==> src/rtl/traffic_pkg.sv <==
// Shared definitions for the traffic-light controller and its monitor.
//   phase_e     : 2-bit phase code (which pair of lamps is lit)
//   mon_state_e : monitor FSM state encoding
//   next_phase  : legal successor of a phase, 10 -> 11 -> 00 -> 01 -> 10
package traffic_pkg;

  typedef enum logic [1:0] {
    PH_HRCG = 2'b00,  // highway red,    country green
    PH_HRCY = 2'b01,  // highway red,    country yellow
    PH_HGCR = 2'b10,  // highway green,  country red
    PH_HYCR = 2'b11   // highway yellow, country red
  } phase_e;

  typedef enum logic [1:0] {
    StUnsync = 2'b00,
    StAlign  = 2'b01,
    StLocked = 2'b10
  } mon_state_e;

  function automatic phase_e next_phase(input phase_e p);
    phase_e n;
    unique case (p)
      PH_HGCR: n = PH_HYCR;
      PH_HYCR: n = PH_HRCG;
      PH_HRCG: n = PH_HRCY;
      PH_HRCY: n = PH_HGCR;
      default: n = PH_HGCR;
    endcase
    return n;
  endfunction

endpackage

==> src/rtl/traffic_light_monitor_if.sv <==
// Lamp and monitor-result bundle for traffic_light_monitor.
//   master : lamp driver side (drives the six lamps, observes results)
//   slave  : monitor side (observes lamps, drives results)
// Signals:
//   H_R/H_Y/H_G, C_R/C_Y/C_G : highway / country lamps
//   phase      : decoded phase of last legal sample
//   locked     : monitor synchronised to phase boundaries
//   dwell      : cycles in current phase, saturating (CW bits)
//   illegal_err, seq_err, time_err, stall_err : one-cycle error pulses
//   err_count  : saturating error total (zero unless MON_ERR_COUNT_EN)
interface traffic_light_monitor_if #(
  parameter int unsigned CW = 8
);

  logic                  H_R;
  logic                  H_Y;
  logic                  H_G;
  logic                  C_R;
  logic                  C_Y;
  logic                  C_G;
  traffic_pkg::phase_e   phase;
  logic                  locked;
  logic [CW-1:0]         dwell;
  logic                  illegal_err;
  logic                  seq_err;
  logic                  time_err;
  logic                  stall_err;
  logic [7:0]            err_count;

  modport master (
    output H_R, H_Y, H_G, C_R, C_Y, C_G,
    input  phase, locked, dwell, illegal_err, seq_err, time_err, stall_err, err_count
  );

  modport slave (
    input  H_R, H_Y, H_G, C_R, C_Y, C_G,
    output phase, locked, dwell, illegal_err, seq_err, time_err, stall_err, err_count
  );

endinterface

==> src/rtl/lamp_decode.sv <==
// Combinational decoder: six lamps -> {legal, phase}. A pattern is legal only
// when exactly one of the four defined lamp pairs is lit; phase_o is 00 when
// the pattern is illegal and must be ignored by the consumer.
// Ports:
//   h_r_i, h_y_i, h_g_i : highway lamps
//   c_r_i, c_y_i, c_g_i : country lamps
//   legal_o             : pattern is one of the four legal phases
//   phase_o             : decoded phase code
module lamp_decode
  import traffic_pkg::*;
(
  input  logic   h_r_i,
  input  logic   h_y_i,
  input  logic   h_g_i,
  input  logic   c_r_i,
  input  logic   c_y_i,
  input  logic   c_g_i,
  output logic   legal_o,
  output phase_e phase_o
);

  logic [5:0] lamps;
  assign lamps = {h_r_i, h_y_i, h_g_i, c_r_i, c_y_i, c_g_i};

  always_comb begin
    legal_o = 1'b1;
    phase_o = PH_HRCG;
    case (lamps)
      6'b100_001: phase_o = PH_HRCG;
      6'b100_010: phase_o = PH_HRCY;
      6'b001_100: phase_o = PH_HGCR;
      6'b010_100: phase_o = PH_HYCR;
      default:    legal_o = 1'b0;
    endcase
  end

endmodule

==> src/rtl/traffic_light_monitor.sv <==
// Passive checker for the traffic-light controller lamps. Decodes the lamp
// pattern into a phase, measures each phase's dwell and checks phase order,
// dwell length, stalls and illegal lamp combinations. All outputs are
// registered and reflect the lamp sample taken on the previous rising edge.
// Optional build macro: MON_ERR_COUNT_EN enables the saturating err_count;
// otherwise err_count is tied to zero.
// Ports:
//   clk    : system clock, rising edge
//   reset  : synchronous, active-high reset
//   mon_io : traffic_light_monitor_if.slave (lamps in, results out)
// Parameters: X/Y/Z expected dwells (highway green, country green, yellow),
//   CW dwell counter width (must match the interface), STALL stuck threshold
//   (must exceed max(X,Y,Z) and be below 2^CW).
module traffic_light_monitor
  import traffic_pkg::*;
#(
  parameter int unsigned X     = 6,
  parameter int unsigned Y     = 4,
  parameter int unsigned Z     = 3,
  parameter int unsigned CW    = 8,
  parameter int unsigned STALL = 32
) (
  input logic                    clk,
  input logic                    reset,
  traffic_light_monitor_if.slave mon_io
);

  localparam logic [CW-1:0] DwellMax = {CW{1'b1}};
  localparam logic [CW-1:0] StallPre = CW'(STALL - 1);

  logic   dec_legal;
  phase_e dec_phase;

  lamp_decode u_lamp_decode (
    .h_r_i   (mon_io.H_R),
    .h_y_i   (mon_io.H_Y),
    .h_g_i   (mon_io.H_G),
    .c_r_i   (mon_io.C_R),
    .c_y_i   (mon_io.C_Y),
    .c_g_i   (mon_io.C_G),
    .legal_o (dec_legal),
    .phase_o (dec_phase)
  );

  function automatic logic [CW-1:0] expected_dwell(input phase_e p);
    logic [CW-1:0] e;
    unique case (p)
      PH_HGCR: e = CW'(X);
      PH_HRCG: e = CW'(Y);
      default: e = CW'(Z);
    endcase
    return e;
  endfunction

  mon_state_e    state_d, state_q;
  phase_e        phase_d, phase_q;
  logic [CW-1:0] dwell_d, dwell_q;
  logic          illegal_d, illegal_q;
  logic          seq_d, seq_q;
  logic          time_d, time_q;
  logic          stall_d, stall_q;

  logic [CW-1:0] dwell_inc;
  logic          changed;
  logic          in_order;

  assign dwell_inc = (dwell_q == DwellMax) ? dwell_q : dwell_q + 1'b1;
  assign changed   = (dec_phase != phase_q);
  assign in_order  = (dec_phase == next_phase(phase_q));

  always_comb begin
    state_d   = state_q;
    phase_d   = phase_q;
    dwell_d   = dwell_q;
    illegal_d = 1'b0;
    seq_d     = 1'b0;
    time_d    = 1'b0;
    stall_d   = 1'b0;
    if (!dec_legal) begin
      // Illegal sample wins over everything; phase keeps the last legal value.
      illegal_d = 1'b1;
      dwell_d   = '0;
      state_d   = StUnsync;
    end else begin
      unique case (state_q)
        StUnsync: begin
          phase_d = dec_phase;
          dwell_d = CW'(1);
          state_d = StAlign;
        end
        StAlign: begin
          if (changed) begin
            // First dwell after sync is partial, so no timing check here.
            phase_d = dec_phase;
            dwell_d = CW'(1);
            if (in_order) state_d = StLocked;
            else          seq_d   = 1'b1;
          end else begin
            dwell_d = dwell_inc;
            stall_d = (dwell_q == StallPre);
          end
        end
        StLocked: begin
          if (changed) begin
            time_d  = (dwell_q != expected_dwell(phase_q));
            phase_d = dec_phase;
            dwell_d = CW'(1);
            if (!in_order) begin
              seq_d   = 1'b1;
              state_d = StAlign;
            end
          end else begin
            dwell_d = dwell_inc;
            stall_d = (dwell_q == StallPre);
          end
        end
        default: state_d = StUnsync;
      endcase
    end
  end

  always_ff @(posedge clk) begin
    if (reset) begin
      state_q   <= StUnsync;
      phase_q   <= PH_HRCG;
      dwell_q   <= '0;
      illegal_q <= 1'b0;
      seq_q     <= 1'b0;
      time_q    <= 1'b0;
      stall_q   <= 1'b0;
    end else begin
      state_q   <= state_d;
      phase_q   <= phase_d;
      dwell_q   <= dwell_d;
      illegal_q <= illegal_d;
      seq_q     <= seq_d;
      time_q    <= time_d;
      stall_q   <= stall_d;
    end
  end

  assign mon_io.phase       = phase_q;
  assign mon_io.locked      = (state_q == StLocked);
  assign mon_io.dwell       = dwell_q;
  assign mon_io.illegal_err = illegal_q;
  assign mon_io.seq_err     = seq_q;
  assign mon_io.time_err    = time_q;
  assign mon_io.stall_err   = stall_q;

`ifdef MON_ERR_COUNT_EN
  // Counts the pulses being registered this edge, so err_count moves together
  // with the pulse outputs.
  logic [7:0] err_count_d, err_count_q;
  logic [2:0] n_err;
  logic [8:0] err_sum;

  always_comb begin
    n_err       = 3'(illegal_d) + 3'(seq_d) + 3'(time_d) + 3'(stall_d);
    err_sum     = 9'(err_count_q) + 9'(n_err);
    err_count_d = err_sum[8] ? 8'hff : err_sum[7:0];
  end

  always_ff @(posedge clk) begin
    if (reset) err_count_q <= '0;
    else       err_count_q <= err_count_d;
  end

  assign mon_io.err_count = err_count_q;
`else
  assign mon_io.err_count = '0;
`endif

endmodule

==> src/flat_wrapper.sv <==
// flat-port wrapper written by rule: the top's interface ports become plain ports
module traffic_light_monitor_flat import traffic_pkg::*;
#(
  parameter int unsigned X     = 6,
  parameter int unsigned Y     = 4,
  parameter int unsigned Z     = 3,
  parameter int unsigned CW    = 8,
  parameter int unsigned STALL = 32
)
  (clk, reset, mon_io_H_R, mon_io_H_Y, mon_io_H_G, mon_io_C_R, mon_io_C_Y, mon_io_C_G, mon_io_phase, mon_io_locked, mon_io_dwell, mon_io_illegal_err, mon_io_seq_err, mon_io_time_err, mon_io_stall_err, mon_io_err_count);
  traffic_light_monitor_if #(.CW(CW)) mon_io_i ();
  input logic clk;
  input logic reset;
  input wire logic [$bits(mon_io_i.H_R)-1:0] mon_io_H_R;
  input wire logic [$bits(mon_io_i.H_Y)-1:0] mon_io_H_Y;
  input wire logic [$bits(mon_io_i.H_G)-1:0] mon_io_H_G;
  input wire logic [$bits(mon_io_i.C_R)-1:0] mon_io_C_R;
  input wire logic [$bits(mon_io_i.C_Y)-1:0] mon_io_C_Y;
  input wire logic [$bits(mon_io_i.C_G)-1:0] mon_io_C_G;
  output wire logic [$bits(mon_io_i.phase)-1:0] mon_io_phase;
  output wire logic [$bits(mon_io_i.locked)-1:0] mon_io_locked;
  output wire logic [$bits(mon_io_i.dwell)-1:0] mon_io_dwell;
  output wire logic [$bits(mon_io_i.illegal_err)-1:0] mon_io_illegal_err;
  output wire logic [$bits(mon_io_i.seq_err)-1:0] mon_io_seq_err;
  output wire logic [$bits(mon_io_i.time_err)-1:0] mon_io_time_err;
  output wire logic [$bits(mon_io_i.stall_err)-1:0] mon_io_stall_err;
  output wire logic [$bits(mon_io_i.err_count)-1:0] mon_io_err_count;
  assign mon_io_i.H_R = mon_io_H_R;
  assign mon_io_i.H_Y = mon_io_H_Y;
  assign mon_io_i.H_G = mon_io_H_G;
  assign mon_io_i.C_R = mon_io_C_R;
  assign mon_io_i.C_Y = mon_io_C_Y;
  assign mon_io_i.C_G = mon_io_C_G;
  assign mon_io_phase = mon_io_i.phase;
  assign mon_io_locked = mon_io_i.locked;
  assign mon_io_dwell = mon_io_i.dwell;
  assign mon_io_illegal_err = mon_io_i.illegal_err;
  assign mon_io_seq_err = mon_io_i.seq_err;
  assign mon_io_time_err = mon_io_i.time_err;
  assign mon_io_stall_err = mon_io_i.stall_err;
  assign mon_io_err_count = mon_io_i.err_count;
  traffic_light_monitor #(.X(X), .Y(Y), .Z(Z), .CW(CW), .STALL(STALL)) u_core (.clk(clk), .reset(reset), .mon_io(mon_io_i));
endmodule
==> config.mk <==
export PLATFORM = sky130hd
export DESIGN_NAME = traffic_light_monitor_flat
export DESIGN_NICKNAME = d
export VERILOG_FILES = /design/src/rtl/traffic_pkg.sv /design/src/rtl/traffic_light_monitor_if.sv /design/src/rtl/lamp_decode.sv /design/src/rtl/traffic_light_monitor.sv /design/src/flat_wrapper.sv
export SDC_FILE = /design/constraint.sdc
export NUM_CORES = 1
export LEC_CHECK = 0
export ABC_AREA = 0
export CORE_MARGIN = 3
export CORE_UTILIZATION = 43
export DETAILED_ROUTE_END_ITERATION = 7
export GPL_ROUTABILITY_DRIVEN = 0
export PLACE_DENSITY = 0.75
export SLEW_MARGIN = 40
export SYNTH_ARGS = -nofsm -noshare
export SYNTH_HDL_FRONTEND = slang
export SYNTH_HIERARCHICAL = 1
export SYNTH_SLANG_ARGS = --single-unit
==> constraint.sdc <==
create_clock -name clk -period 1.9 [get_ports clk]
set_input_delay 0.285 -clock clk [delete_from_list [all_inputs] [get_ports clk]]
set_output_delay 0.285 -clock clk [all_outputs]
set_load 0.005 [all_outputs]
# Yosys cells after proc, flatten, opt, wreduce, memory -nomap -nowiden
# Cells that the tools add are included.
[word_totals]
ff_bits = 16
input_bits = 8
output_inout_bits = 23
elab_cells = 63
[op_classes]
n_addsub = 1
eq_ne = 20
n_mux = 19
bitwise = 4
n_reduce_logical = 12
[ops]
columns = ["cell", "n"]
rows = [
  ["$mux 8", 5],
  ["$pmux 8 s2", 1],
  ["$reduce_or 4->1", 4],
  ["$eq 6x6->1 const B", 2],
  ["$pmux 2 s3", 2],
  ["$mux 2", 5],
  ["$add 8x1->8 const B", 1],
  ["$eq 8x5->1 const B", 1],
  ["$eq 8x8->1 const B", 1],
  ["$ne 2x1->1 const B", 4],
  ["$ne 8x8->1", 1],
  ["$pmux 2 s4", 1],
  ["$eq 2x2->1 const B", 3],
  ["$eq 6x4->1 const B", 1],
  ["$eq 6x5->1 const B", 1],
  ["$pmux 3 s2", 1],
  ["$eq 2x1->1 const B", 2],
  ["$logic_not 2->1", 2],
  ["$not 1->1", 4],
  ["$pmux 2 s2", 1],
  ["$reduce_and 4->1", 1],
  ["$reduce_or 2->1", 2],
  ["$mux 1", 3],
  ["$ne 3x2->1 const B", 1],
  ["6 further kinds", 6],
]

# Longest topological paths before layout
[depth]
depth_word = 7
mapped_depth = 8
mapped_depth_nobuf = 7

# Hierarchy
# The synthesis kept the hierarchy.
[by_module_without_submodules]
columns = ["mod", "n_inst", "cells_each", "area_each_um2", "seq_area_each_um2"]
rows = [
  ["traffic_light_monitor", 1, 122, 1052.3, 320.3],
  ["lamp_decode", 1, 11, 101.3, 0.0],
]

# Worst setup path before layout
# No wires, ideal clock.
[synth_timing]
path_kind = "input -> register"
startpoint = "input mon_io_C_R"
endpoint = "register u_core.state_q[0]"
setup_time_ns = 0.095
t_arrival_ns = 1.907
t_required_ns = 1.805
slack_ns = -0.103
cell_stages = 7
n_path_buf = 0
path_cell_list = "and4bb_1 a21oi_1 nor3_1 or3b_1 and3_4 a21o_1 a221oi_1"
[synth_via]
elab_chain_len = 5
elab_cells_between_ends = 16
classes_between = "eq/ne (10); mux (2); bitwise (1); reduce/logical (3)"
[synth_rtl]
columns = ["element", "line", "rtl"]
rows = [
  ["start: declaration", "flat_wrapper.sv:17", "input wire logic [$bits(mon_io_i.C_R)-1:0] mon_io_C_R;"],
  ["$eq 6x5->1 (tied with other cells)", "lamp_decode.sv:28", "case (lamps)"],
  ["$pmux 2 s3 *", "lamp_decode.sv:28", ""],
  ["named net u_core.dec_phase[0]", "traffic_light_monitor.sv:32", "phase_e dec_phase;"],
  ["$ne 2x2->1 or $eq 2x2->1 (tied branches)", "traffic_light_monitor.sv:68, traffic_light_monitor.sv:69", ""],
  ["$ne 2x1->1 (no line) or $ne 2x2->1 (tied branches)", "-", ""],
  ["$reduce_and 4->1 (no line) *", "-", ""],
  ["end signal: assignment", "traffic_light_monitor.sv:124", "state_q <= StUnsync;"],
  ["end signal: assignment", "traffic_light_monitor.sv:132", "state_q <= state_d;"],
  ["end: declaration", "traffic_light_monitor.sv:55", "mon_state_e state_d, state_q;"],
]
# The timed path passes the listed nets; every way through them passes the cells marked *.
# A chain may end at the register's enable or synchronous reset.

# Final worst setup path
# Same ends and word-level chain as after synthesis.

==> impl_metrics.toml <==
[run_status]
status = "completed"

[logic_synthesis]
synth-simple-area-share_pct = 23.8
synth_seq_cells = 16
synth_top_family_by_area = "simple AND/OR/NAND/NOR gates"
ys_seq_area_share_pct = 27.8
synth-compound-area-share_pct = 22.8
synth_edf_count = 0
synthesis.instances = 133
asyncSetResetFlopFracSynth_pct = 0
synthAdderAreaFrac_pct = 7.59
yosys.area_share.xor_xnor_pct = 4.34
post_synth_instance_area_mm2 = 0.00115
synth_flop_cell = "dfxtp_1"
yosys_warnings = 6
postSynthAreaPerCell_um2 = 8.67
synth_mux_area_share_pct = 1.74
synth_cell_types = 49

[sta]
period_minus_slack_ns = 1.80
finClkSkew_ns = 0.000545
max_freq_ghz = 0.557
finalMaxSlewViolations = 0
fin_crit_sh_pct = 94.5
setup_tns_ns = 0
setup_viol = 0
hold_viol = 0
grt_setup_unrepaired = "no"

[grt]
antenna_found_initial = 0
grt_max_degree = 13
grt_pass1_vias = 1034
grt_pass1_wl_um = 4520
grtUsageTotal_pct = 16.9
grt_overflow_total = 0

[clock_tree]
clock-root-buffer = "clkbuf_4"
postCtsHoldBufs = 0
cts_buffers = 3
numClockSinks = 16
clk_pin_slew_ns = 0.10
cts_htree_levels = 1
clockBufferDepth = 2
clk_latency_ns = 0.28
cts_tree = "built"

[setup_path]
required_ns = 2.10
cp_slowest_stage_delay_ns = 0.39
regToRegEndpoint = "u_core/state_q[0]"
start_kind = "input pin"
crit_chain = "clkbuf_2 -> and4bb_1 -> a21oi_2 -> nor3_2 -> buf_4 -> or3b_4 -> and3_4 -> a21o_1 -> a221oi_2"
cp-endpoint = "u_core/state_q[0]"
regToRegStartpoint = "u_core/mon_io.phase[0]"
reg2reg_depth = 6
path_depth = 9
cp_slowest_cell = "or3b_4"
worstSetupStartpoint = "mon_io_C_R"
cpLargestDelayFamily = "simple AND/OR/NAND/NOR gates"
critPathKind = "input pin to register"
reg2reg_slack_ns = 0.18
critical_path_buf_inv_count = 2
crit_path_end_kind = "register"
cp.arrival_ns = 2.00
critPathMaxFanout = 4

[placement]
place_hpwl_um = 2060
io_buffers = 22

[die]
core_region_area_mm2 = 0.00252
dieArea_mm2 = 0.00334
dieHeight_um = 57.8
fp-row-count = 18
die_x_um = 57.8
initial_utilization_pct = 45.7
io_pins = 31

[route]
first_pass_iters = 4
wl_um = 2680
drcViolationCount = 0
vias = 1144
drt_iter0_drc = 28
wl_per_cell_um = 12.9
ant_nets = 0
viasPerCell = 5.50

[min_path]
hold_class = "register to register"

[final_layout]
n_fill_cell = 232
multi_input_area_um2 = 790
syn_to_final_growth_pct = 38.3
layout.nets = 194
final-seq-area_um2 = 320
antenna_cells = 0
drive_gt1_share_pct = 28.7
utilization_pct = 63.2

[pwr]
cellLeakagePower_nw = 0.626
power_density_mw_per_mm2 = 409
vdd_drop_max_mv = 0.257

[run]
drv_cap = 0
[placed cells by master, fill, tap and decap left out, types with 2 or more instances in the layout]
cell,netlist,layout
o31ai_1,2,2
xnor2_2,2,2
or4_1,2,2
o21bai_1,2,2
nor2_1,7,7
ha_1,7,7
and4bb_1,2,2
conb_1,1,8
o21ai_0,6,6
and3_4,1,2
a21oi_1,10,9
inv_1,9,9
nor4_1,2,2
clkdlybuf4s50_1,0,16
dlygate4sd2_1,0,2
clkbuf_2,1,4
a31oi_1,3,3
buf_4,8,24
clkbuf_4,0,3
or3_1,2,2
nand3_1,5,4
nor2b_1,2,2
mux2i_1,2,2
dfxtp_1,16,16
nand2_1,7,7
[where the power goes]
part | total, mW | leakage [nW] | switching, mW | internal [mW]
clock network | 0.229 | 0.0210 | 0.113 | 0.117
logic | 0.0840 | 0.476 | 0.0399 | 0.0441
registers | 0.339 | 0.129 | 0.00121 | 0.338
[kinds of logic (layout without fill, tap and decap cells)]
family	Yosys count	after routing
xor gates and xnor gates	4	4
muxes	2	2
AOI/OAI and AO/OA	38	38
buffers and inverters	21	59
and+or+nand+nor	44	44
adders and majority gates	7	7
other	1	8
DFF	16	16
[routing by layer]
metal	vias to the layer above	global-route usage (%)	share of wire (%)
met5	-	0	0
met4	0	6.29	0.82
met3	2	2.90	4.1
met2	27	28.4	50
met1	547	21.6	45
li1	568	-	-
[area by class of cell]
cell class,count,share of cell area (%)
clock buffers,4,2.27
well taps,30,2.35
repair buffers,46,23.7
flip-flops and latches,16,20.1
inverters,9,2.12
multi-input cells,103,49.5
[worst reg2reg max path, stage by stage, from the launching register on]
cell and delay (ns):
dfxtp_1 0.34, inv_1 0.06, ha_1 0.24, or3b_4 0.40, and3_4 0.18, a21o_1 0.16, a221oi_2 0.26
[worst min path at each step]
stage,startpoint,end,slack [ns],cells after the start
floorplan,reset,u_core/mon_io.illegal_err,0.35,1
global placement,u_core/mon_io.dwell[7],u_core/mon_io.dwell[7],0.51,2
detailed placement,u_core/mon_io.dwell[7],u_core/mon_io.dwell[7],0.52,2
CTS,u_core/mon_io.dwell[7],u_core/mon_io.dwell[7],0.54,2
global route,u_core/mon_io.dwell[7],u_core/mon_io.dwell[7],0.56,2
finish,u_core/mon_io.dwell[7],u_core/mon_io.dwell[7],0.53,2
[sequential cells by signal, indices dropped and copies added, names as in the netlist]
signal                     count
u_core/mon_io.dwell            8
u_core/mon_io.phase            2
u_core/state_q                 2
u_core/mon_io.illegal_err      1
u_core/mon_io.seq_err          1
u_core/mon_io.stall_err        1
u_core/mon_io.time_err         1
[cells in the mapped netlist, drive strengths merged, types with 2 or more instances]
library cell | n | area share, %
o21bai | 2 | 1.3
a221oi | 2 | 1.5
a31oi | 3 | 1.6
nor3b | 3 | 2.4
and3 | 3 | 2.1
or4 | 2 | 1.3
nor2b | 2 | 1.1
nand2 | 7 | 2.3
buf | 10 | 7.2
ha | 7 | 7.6
nand3 | 5 | 2.2
or3 | 2 | 1.1
dfxtp | 16 | 28
or3b | 2 | 1.5
nor3 | 2 | 0.87
xnor2 | 4 | 4.3
nor2 | 7 | 2.3
o31ai | 3 | 2.4
nor4 | 2 | 1.1
clkbuf | 2 | 1.6
mux2i | 2 | 1.7
a21oi | 10 | 4.3
and4bb | 3 | 3.3
o21ai | 7 | 3.4
inv | 9 | 2.9
[stage by stage]
stage | area (um^2) | setup slack (ns) | instances | hold WS (ns) | total power, mW
finish | 1600 | 0.105 | 208 | 0.535 | 0.652
global route | 1600 | 0.00610 | 208 | 0.558 | 0.687
CTS | 1570 | -0.0351 | 208 | 0.539 | 0.660
detailed placement | 1520 | -0.615 | 203 | 0.523 | 0.427
global placement | 1520 | -0.477 | 203 | 0.512 | 0.424
floorplan | 1190 | 0.0260 | 140 | 0.352 | 0.392
[repair_timing]
action,4_1_cts,5_1_grt
endpoints found under the setup margin,14,14
pin swaps,5,10
gates cloned,0,0
hold endpoints to repair,0,0
gates resized for setup,9,15
buffers inserted,1,0
(Power assumes the default switching activity.)
